$ cat src/rtl/mmio_pkg.sv
// Shared constants and types for the MMIO controller.
// Holds the default window base, register offsets and the decoded-register
// enumeration used by the address decoder.
package mmio_pkg;

  localparam logic [31:0] MMIO_BASE_DEF   = 32'h8000_0000;
  localparam logic [31:0] UART_STRIDE_DEF = 32'h0000_0100;

  // Per-channel offsets (from channel base)
  localparam logic [31:0] OFF_CTRL    = 32'h0000_0000;
  localparam logic [31:0] OFF_RX      = 32'h0000_0004;
  localparam logic [31:0] OFF_TX      = 32'h0000_0008;

  // Global offsets (from MMIO_BASE)
  localparam logic [31:0] OFF_CYCLE   = 32'h0000_0010;
  localparam logic [31:0] OFF_INSTRET = 32'h0000_0014;
  localparam logic [31:0] OFF_CNT_RST = 32'h0000_0018;

  typedef enum logic [2:0] {
    REG_CTRL,
    REG_RX,
    REG_TX,
    REG_CYCLE,
    REG_INSTRET,
    REG_CNTRST,
    REG_NONE
  } mmio_reg_e;

endpackage

$ cat src/rtl/mmio_ctrl_n_if.sv
// UART channel bundle between the MMIO controller and N UART channels.
// master: controller side (drives TX byte/valid and RX consume pulse).
// slave : UART side (drives TX ready, RX byte/valid).
// Channel c occupies bit c of the 1-bit vectors and [8c+7:8c] of the bytes.
interface mmio_ctrl_n_if #(
  parameter int unsigned N_UART = 1
);

  logic [8*N_UART-1:0] tx_data;
  logic [N_UART-1:0]   tx_valid;
  logic [N_UART-1:0]   tx_ready;
  logic [8*N_UART-1:0] rx_data;
  logic [N_UART-1:0]   rx_valid;
  logic [N_UART-1:0]   rx_ready;

  modport master (
    output tx_data, tx_valid, rx_ready,
    input  tx_ready, rx_data, rx_valid
  );

  modport slave (
    input  tx_data, tx_valid, rx_ready,
    output tx_ready, rx_data, rx_valid
  );

endinterface

$ cat src/rtl/mmio_counter.sv
// Free-running counter with increment enable and synchronous clear.
// Ports: clk, rst (sync, active-high), inc, clr (wins over inc), cnt.
// Wraps from all-ones to zero.
module mmio_counter #(
  parameter int unsigned CNT_WIDTH = 32
) (
  input  logic                 clk,
  input  logic                 rst,
  input  logic                 inc,
  input  logic                 clr,
  output logic [CNT_WIDTH-1:0] cnt
);

  logic [CNT_WIDTH-1:0] cnt_d;
  logic [CNT_WIDTH-1:0] cnt_q;

  // Next count: clear has priority over increment
  always_comb begin
    cnt_d = cnt_q;
    if (clr) begin
      cnt_d = '0;
    end else if (inc) begin
      cnt_d = cnt_q + CNT_WIDTH'(1);
    end
  end

  always_ff @(posedge clk) begin
    if (rst) begin
      cnt_q <= '0;
    end else begin
      cnt_q <= cnt_d;
    end
  end

  assign cnt = cnt_q;

endmodule

$ cat src/rtl/mmio_ctrl_n.sv
// Memory-mapped I/O controller for the 3-stage core: decodes EX-stage
// loads/stores against the MMIO window, serves N UART channels, keeps the
// cycle/instret counters and registers read data into MEM/WB.
// Ports: clk, rst (sync, active-high); ex_* EX-stage access; inst_retire;
// is_mmio (comb decode hit); rdata/rdata_sel (registered MEM/WB read);
// uart (channel bundle, master side).
module mmio_ctrl_n
  import mmio_pkg::*;
#(
  parameter logic [31:0] MMIO_BASE   = MMIO_BASE_DEF,
  parameter int unsigned N_UART      = 1,
  parameter logic [31:0] UART_STRIDE = UART_STRIDE_DEF,
  parameter int unsigned CNT_WIDTH   = 32
) (
  input  logic          clk,
  input  logic          rst,
  input  logic          ex_valid,
  input  logic          ex_stall,
  input  logic          ex_load,
  input  logic          ex_store,
  input  logic [31:0]   ex_addr,
  input  logic [31:0]   ex_wdata,
  input  logic          inst_retire,
  output logic          is_mmio,
  output logic [31:0]   rdata,
  output logic          rdata_sel,
  mmio_ctrl_n_if.master uart
);

  localparam logic [31:0] WIN_SIZE = 32'(N_UART) * UART_STRIDE;

  mmio_reg_e           reg_id;
  logic [N_UART-1:0]   ch_oh;
  logic [31:0]         win_off;
  logic                in_win;
  logic                ld_acc;
  logic                st_acc;
  logic                cnt_clr;
  logic [31:0]         rd_val;
  logic [CNT_WIDTH-1:0] cycle_cnt;
  logic [CNT_WIDTH-1:0] instret_cnt;

  logic [31:0]         rdata_d, rdata_q;
  logic                rdata_sel_d, rdata_sel_q;
  logic [8*N_UART-1:0] tx_data_d, tx_data_q;

  logic                unused_wdata_hi;
  assign unused_wdata_hi = ^ex_wdata[31:8];

  // Address decode; global registers take precedence over channel offsets
  always_comb begin
    reg_id = REG_NONE;
    ch_oh  = '0;
    if (ex_addr == MMIO_BASE + OFF_CYCLE) begin
      reg_id = REG_CYCLE;
    end else if (ex_addr == MMIO_BASE + OFF_INSTRET) begin
      reg_id = REG_INSTRET;
    end else if (ex_addr == MMIO_BASE + OFF_CNT_RST) begin
      reg_id = REG_CNTRST;
    end else begin
      for (int unsigned c = 0; c < N_UART; c++) begin
        if (reg_id == REG_NONE) begin
          if (ex_addr == MMIO_BASE + 32'(c) * UART_STRIDE + OFF_CTRL) begin
            reg_id   = REG_CTRL;
            ch_oh[c] = 1'b1;
          end else if (ex_addr == MMIO_BASE + 32'(c) * UART_STRIDE + OFF_RX) begin
            reg_id   = REG_RX;
            ch_oh[c] = 1'b1;
          end else if (ex_addr == MMIO_BASE + 32'(c) * UART_STRIDE + OFF_TX) begin
            reg_id   = REG_TX;
            ch_oh[c] = 1'b1;
          end
        end
      end
    end
  end

  assign is_mmio = (reg_id != REG_NONE);

  // Window membership, used to steer unmapped in-window loads to rdata = 0
  assign win_off = ex_addr - MMIO_BASE;
  assign in_win  = is_mmio || ((ex_addr >= MMIO_BASE) && (win_off < WIN_SIZE));

  // Qualified accesses; reset discards the in-flight access
  assign ld_acc  = ex_valid & ~ex_stall & ex_load & ~rst;
  assign st_acc  = ex_valid & ~ex_stall & ex_store & ~rst;
  assign cnt_clr = st_acc & (reg_id == REG_CNTRST);

  // Handshake pulses: ch_oh is one-hot or zero, so at most one channel fires
  assign uart.rx_ready = (ld_acc && reg_id == REG_RX) ? ch_oh : '0;
  assign uart.tx_valid = (st_acc && reg_id == REG_TX) ? ch_oh : '0;

  // TX byte shows the new write in its cycle and holds it afterwards
  always_comb begin
    tx_data_d = tx_data_q;
    for (int unsigned c = 0; c < N_UART; c++) begin
      if (uart.tx_valid[c]) begin
        tx_data_d[8*c +: 8] = ex_wdata[7:0];
      end
    end
  end

  assign uart.tx_data = tx_data_d;

  // Read mux; write-only and unmapped registers read as zero
  always_comb begin
    rd_val = '0;
    unique case (reg_id)
      REG_CYCLE:   rd_val = 32'(cycle_cnt);
      REG_INSTRET: rd_val = 32'(instret_cnt);
      REG_CTRL: begin
        for (int unsigned c = 0; c < N_UART; c++) begin
          if (ch_oh[c]) rd_val = {30'b0, uart.rx_valid[c], uart.tx_ready[c]};
        end
      end
      REG_RX: begin
        for (int unsigned c = 0; c < N_UART; c++) begin
          if (ch_oh[c]) rd_val = {24'b0, uart.rx_data[8*c +: 8]};
        end
      end
      default:     rd_val = '0;
    endcase
  end

  assign rdata_sel_d = ld_acc & in_win;
  assign rdata_d     = rdata_sel_d ? rd_val : '0;

  // MEM/WB read register holds while the pipeline is stalled
  always_ff @(posedge clk) begin
    if (rst) begin
      rdata_q     <= '0;
      rdata_sel_q <= 1'b0;
      tx_data_q   <= '0;
    end else begin
      tx_data_q <= tx_data_d;
      if (!ex_stall) begin
        rdata_q     <= rdata_d;
        rdata_sel_q <= rdata_sel_d;
      end
    end
  end

  assign rdata     = rdata_q;
  assign rdata_sel = rdata_sel_q;

  mmio_counter #(.CNT_WIDTH(CNT_WIDTH)) u_cycle (
    .clk (clk),
    .rst (rst),
    .inc (1'b1),
    .clr (cnt_clr),
    .cnt (cycle_cnt)
  );

  mmio_counter #(.CNT_WIDTH(CNT_WIDTH)) u_instret (
    .clk (clk),
    .rst (rst),
    .inc (inst_retire),
    .clr (cnt_clr),
    .cnt (instret_cnt)
  );

endmodule

$ cat src/flat_wrapper.sv
// flat-port wrapper written by rule: the top's interface ports become plain ports
module mmio_ctrl_n_flat import mmio_pkg::*;
#(
  parameter logic [31:0] MMIO_BASE   = MMIO_BASE_DEF,
  parameter int unsigned N_UART      = 1,
  parameter logic [31:0] UART_STRIDE = UART_STRIDE_DEF,
  parameter int unsigned CNT_WIDTH   = 32
)
  (clk, rst, ex_valid, ex_stall, ex_load, ex_store, ex_addr, ex_wdata, inst_retire, is_mmio, rdata, rdata_sel, uart_tx_data, uart_tx_valid, uart_rx_ready, uart_tx_ready, uart_rx_data, uart_rx_valid);
  mmio_ctrl_n_if #(.N_UART(N_UART)) uart_i ();
  input  logic clk;
  input  logic rst;
  input  logic ex_valid;
  input  logic ex_stall;
  input  logic ex_load;
  input  logic ex_store;
  input  logic [31:0] ex_addr;
  input  logic [31:0] ex_wdata;
  input  logic inst_retire;
  output logic is_mmio;
  output logic [31:0] rdata;
  output logic rdata_sel;
  output wire logic [$bits(uart_i.tx_data)-1:0] uart_tx_data;
  output wire logic [$bits(uart_i.tx_valid)-1:0] uart_tx_valid;
  output wire logic [$bits(uart_i.rx_ready)-1:0] uart_rx_ready;
  input wire logic [$bits(uart_i.tx_ready)-1:0] uart_tx_ready;
  input wire logic [$bits(uart_i.rx_data)-1:0] uart_rx_data;
  input wire logic [$bits(uart_i.rx_valid)-1:0] uart_rx_valid;
  assign uart_tx_data = uart_i.tx_data;
  assign uart_tx_valid = uart_i.tx_valid;
  assign uart_rx_ready = uart_i.rx_ready;
  assign uart_i.tx_ready = uart_tx_ready;
  assign uart_i.rx_data = uart_rx_data;
  assign uart_i.rx_valid = uart_rx_valid;
  mmio_ctrl_n #(.MMIO_BASE(MMIO_BASE), .N_UART(N_UART), .UART_STRIDE(UART_STRIDE), .CNT_WIDTH(CNT_WIDTH)) u_core (.clk(clk), .rst(rst), .ex_valid(ex_valid), .ex_stall(ex_stall), .ex_load(ex_load), .ex_store(ex_store), .ex_addr(ex_addr), .ex_wdata(ex_wdata), .inst_retire(inst_retire), .is_mmio(is_mmio), .rdata(rdata), .rdata_sel(rdata_sel), .uart(uart_i));
endmodule
$ cat config.mk
export PLATFORM = sky130hd
export DESIGN_NAME = mmio_ctrl_n_flat
export DESIGN_NICKNAME = d
export VERILOG_FILES = /design/src/rtl/mmio_pkg.sv /design/src/rtl/mmio_ctrl_n_if.sv /design/src/rtl/mmio_counter.sv /design/src/rtl/mmio_ctrl_n.sv /design/src/flat_wrapper.sv
export SDC_FILE = /design/constraint.sdc
export NUM_CORES = 1
export LEC_CHECK = 0
export CORE_MARGIN = 2
export CORE_UTILIZATION = 35
export CTS_CLUSTER_DIAMETER = 50
export DETAILED_ROUTE_END_ITERATION = 10
export GPL_TIMING_DRIVEN = 0
export PLACE_DENSITY_LB_ADDON = 0.12
export SETUP_SLACK_MARGIN = 0.3
export SLEW_MARGIN = 20
export SYNTH_ARGS = -nofsm -noshare
export SYNTH_HDL_FRONTEND = slang
export SYNTH_SLANG_ARGS = --single-unit
$ cat constraint.sdc
create_clock -name clk -period 4.5 [get_ports clk]
set_clock_uncertainty 0.2 [all_clocks]
set_input_delay 0.675 -clock clk [delete_from_list [all_inputs] [get_ports clk]]
set_output_delay 0.675 -clock clk [all_outputs]
set_load 0.01 [all_outputs]
==> impl_summary.txt <==
----------------------------------------------------
[CTS]
  Maximum number of buffers from clock root to sink ... 2
  TritonCTS clock tree ... done
  Number of clock buffers inserted by TritonCTS ... 9
  Clk_lat worst skew ... 0.35 ns
  Clk sink count ... approximately 110
  Number of levels in the clock H-tree ... 3
  Clock Pin Slew Worst Setup and Hold Paths ... 0.07 ns
  Root Driver ... clkbuf_16

[Floorplanning]
  Die Outline Area ... 15300 µm²
  Floorplan row count ... 43
  Effective utilization at floorplan ... 0.359
  Die H ... around 120 µm
  Core region area ... between 10000 and 15000 µm²
  Width of the die ... between 100 and 150 µm
  Top-Level Pins ... 125

[Power]
  Final Power ... between 1.5 and 2 mW
  Internal portion of total power ... between 1 and 1.5 mW
  Clock share of power ... 0.419
  VDD IR max ... ~0.19 mV
  Relative contribution of combinational cells to total power ... 0.065
  Cell area power density ... about 280 nW/µm²
  Pleak ... 2.21 nW
  Switch Pwr ... roughly 0.41 mW
  Proportion of total power due to net switching ... 0.228
  Relative contribution of sequential cells to total power ... 0.516

[Cells and area]
  Layout net count ... just under 800
  Final std cells w/o fill ... 874
  Share of cells above drive strength 1 ... 0.111
  Post-layout utilization of the core ... 0.470
  Fillers ... between 1000 and 1500
  Final design instance area without fill ... 6550 µm²
  Area delta synth->final ... 30.7%
  ANT cells ... 0

[Synth]
  Most common cell in the netlist ... dfxtp_1
  Distinct cells, synth ... 39
  Nets in the synthesized netlist ... 661
  Largest area contributor in the synthesized netlist ... dfxtp_1
  Synthesized instance count ... approximately 580
  Number of enable-type register cells in the synthesized netlist ... 0
  Fraction of registers with async set/reset ... 0
  Area of the mapped netlist ... between 5000 and 6000 µm²
  Sequential fraction of the synthesis area ... 0.420
  Most common library cells after synthesis ... dfxtp_1, nand2_1, o21ai_0
  Yosys warns ... 0
  Count of state elements after synthesis ... about 110
  Flip-flop cell with the highest count after synthesis ... dfxtp_1
  Share of the synthesized area in the top cell type ... 0.420
  Cell types with the largest area share after synthesis ... dfxtp_1, mux2_2, nand2_1, o21ai_0, a21oi_1
  Average footprint of a synthesized cell ... 8.67 µm²

[STA]
  Highest attainable clock frequency ... approximately 0.24 GHz
  Ratio of final minimum period to clock period ... 0.911
  Worst slew margin relative to its limit ... 0.594
  Setup violation total in the final timing report ... 0
  Worst Tran Pin Value ... between 0.6 and 0.7 ns
  Final Hold Viols ... 0
  Least setup slack across all paths after layout ... ~0.4 ns
  Max-slew violation count ... 0
  Unrepaired setup endpoints after global routing ... true
  Final critical delay including setup and external delays ... between 4 and 5 ns

[Global routing]
  Wire length of the first global-routing pass ... roughly 22000 µm
  Overflow after GRT ... 0
  Tot GR Track Use ... 0.191
  Maximum number of pins on one net before global-route repair ... 17
  Antenna violations before repair ... 0
  Vias in the first global route ... 4408

[Placement]
  Final HPWL from detailed placement ... between 10000 and 15000 µm
  Count of buffers from port buffering ... slightly below 100
  Number of instances in the placed design ... about 860
  Global placement routability congestion ... between 0.8 and 0.9
  DP Worst Slack ... -0.146 ns
  Cell area after placement ... a little over 6000 µm²

[Critical path]
  Slowest-stage cell, CP ... or4_4
  Most used cell, CP ... clkdlybuf4s50_1
  Endpoint of the worst-slack reg-to-reg timing path ... u_core.u_instret.cnt[26]
  Worst R2R Start ... u_core.u_instret.cnt[0]
  Worst path bufs/invs ... 4
  CP Cell Sequence ... clkdlybuf4s50_1 -> or4_4 -> nor4_4 -> buf_4 -> nand3_2 -> clkbuf_2 -> nor3b_2 -> clkdlybuf4s50_1
  Worst R2R Path Depth ... 7
  Delay-heaviest family, CP ... buffers and inverters
  Crit end category ... output pin
  CP arrival ... about 3.2 ns
  Worst Setup Start Kind ... input port
  Maximum fanout along the worst path ... 10
  Stage delay of the slowest cell on the critical path ... 0.56 ns
  Class of the most critical setup path ... input port to output pin
  Worst endpoint required time ... 3.62 ns
  R2R Setup Slk ... about 1.7 ns

[Routing]
  Iteration-0 DRC count of the detailed router ... 274
  Via density ... 5.37
  TritonRoute pass-1 iters ... 5
  Drt total wl ... 14600 µm
  Number of remaining DRC errors ... 0
  Routed via count ... 4693
  Routed wirelength normalized by instance count ... roughly 17 µm
  Antenna-violating nets left ... 0

[Job]
  Total of max-cap violations ... 0

[Worst hold path]
  Worst Hold Launch ... u_core.rdata[28]
  Tightest Hold Check Type ... register to register
  Worst Hold Depth ... 2
  Endpoint of the worst hold-timing path ... u_core.rdata[28]

[Run status]
  Result of the run ... completed

----------------------------------------------------
-- worst max path at each step --
| stage | to | depth (start not counted) | slack (ns) | start |
|---|---|---|---|---|
| after floorplan | uart_tx_data[1] | 6 | 1.25 | ex_addr[20] |
| after global placement | uart_rx_ready | 6 | -0.12 | ex_addr[2] |
| after detailed placement | uart_rx_ready | 6 | -0.15 | ex_addr[2] |
| after CTS | uart_rx_ready | 8 | 0.30 | ex_addr[20] |
| after global routing | uart_rx_ready | 8 | 0.23 | ex_addr[20] |
| final | uart_rx_ready | 8 | 0.40 | ex_addr[20] |
-- registers in the layout, summed over array words and instances (netlist names) --
| register | cells |
|---|---|
| u_core.u_cycle.cnt | 32 |
| u_core.tx_data_q | 8 |
| u_core.u_instret.cnt | 32 |
| u_core.rdata | 32 |
| u_core.rdata_sel | 1 |
-- per-stage QoR --
stage / hold WS, ns / TNS [ns]
finish: 0.255 / 0
global route: 0.285 / 0
CTS: 0.260 / 0
detailed placement: 0.243 / -0.146
global placement: 0.231 / -0.120
floorplan: 0.222 / 0
-- layout make-up --
type / count / area [µm²] / area share
Multi-Input combinational cell: 423 / 2710 / 0.415
Sequential cell: 105 / 2100 / 0.321
Timing Repair Buffer: 100 / 1000 / 0.153
Clock buffer: 12 / 256 / 0.0392
Tap cell: 180 / 225 / 0.0344
Buffer: 37 / 169 / 0.0258
Inverter: 13 / 48.8 / 0.00746
Clock inverter: 4 / 26.3 / 0.00401
-- worst register-to-register path: stages (launching register included) --
cell and delay, ns:
dfxtp_1 0.48, ha_1 0.24, nand3_1 0.15, or4_1 0.55, clkbuf_1 0.28, clkbuf_1 0.35, o31ai_1 0.35, a21oi_1 0.10
-- power groups by stage --
stage | combinational (mW) | sequential, mW | clock [mW]
2_1_floorplan | 0.0496 | 0.959 | 0
3_3_place_gp | 0.117 | 0.960 | 0
3_5_place_dp | 0.119 | 0.961 | 0
4_1_cts | 0.120 | 0.939 | 0.779
5_1_grt | 0.128 | 0.939 | 0.808
6_report | 0.118 | 0.939 | 0.762
-- cell families (layout without fill, tap and decap cells) --
family                   count (synthesis)  in the layout  share of synthesized area
AND/OR/NAND/NOR                        230            230                      0.249
AO/OA/AOI/OAI                          124            124                      0.140
flip-flops                             105            105                      0.420
buffers and inverters                   50            166                     0.0427
multiplexers                            46             46                      0.107
XOR/XNOR                                21             21                     0.0367
adder cells (fa/ha/maj)                  2              2                    0.00500
-- layout by cell type, fill, tap and decap left out, types with 4 or more instances in the layout --
cell type        Yosys  routed
a21oi_1             41      41
a22oi_1              7       7
and3_1               4       4
and4_1               9       9
buf_2                9       9
clkbuf_1            24      22
clkbuf_16            0       9
clkdlybuf4s50_1      0      92
dfxtp_1            105     105
dlymetal6s2s_1       0       4
inv_1               12      12
mux2_1               6       6
mux2_2              34      34
mux2i_1              4       4
nand2_1             79      79
nand2b_1             6       6
nand3_1             21      20
nand4_1             13      13
nor2_1              27      27
nor2b_1              7       7
nor3_1               4       4
nor4_1               6       6
o21ai_0             52      52
o31ai_1             23      23
or3_1               17      17
or4_1               26      25
xnor2_1             10      10
xor2_1              11      11
-- layer usage --
metal / part of all wire / vias up / GRT usage
met5: 0 / - / 0
met4: 0.014 / 0 / 0.0632
met3: 0.051 / 13 / 0.0357
met2: 0.48 / 105 / 0.331
met1: 0.45 / 2251 / 0.239
li1: - / 2324 / -
-- what timing repair did --
action	4_1_cts	5_1_grt
pin swaps	1	0
resized for setup	8	5
endpoints found under the setup margin	8	5
setup buffers	2	0
hold buffers	0	0
(Power assumes the default switching activity.)
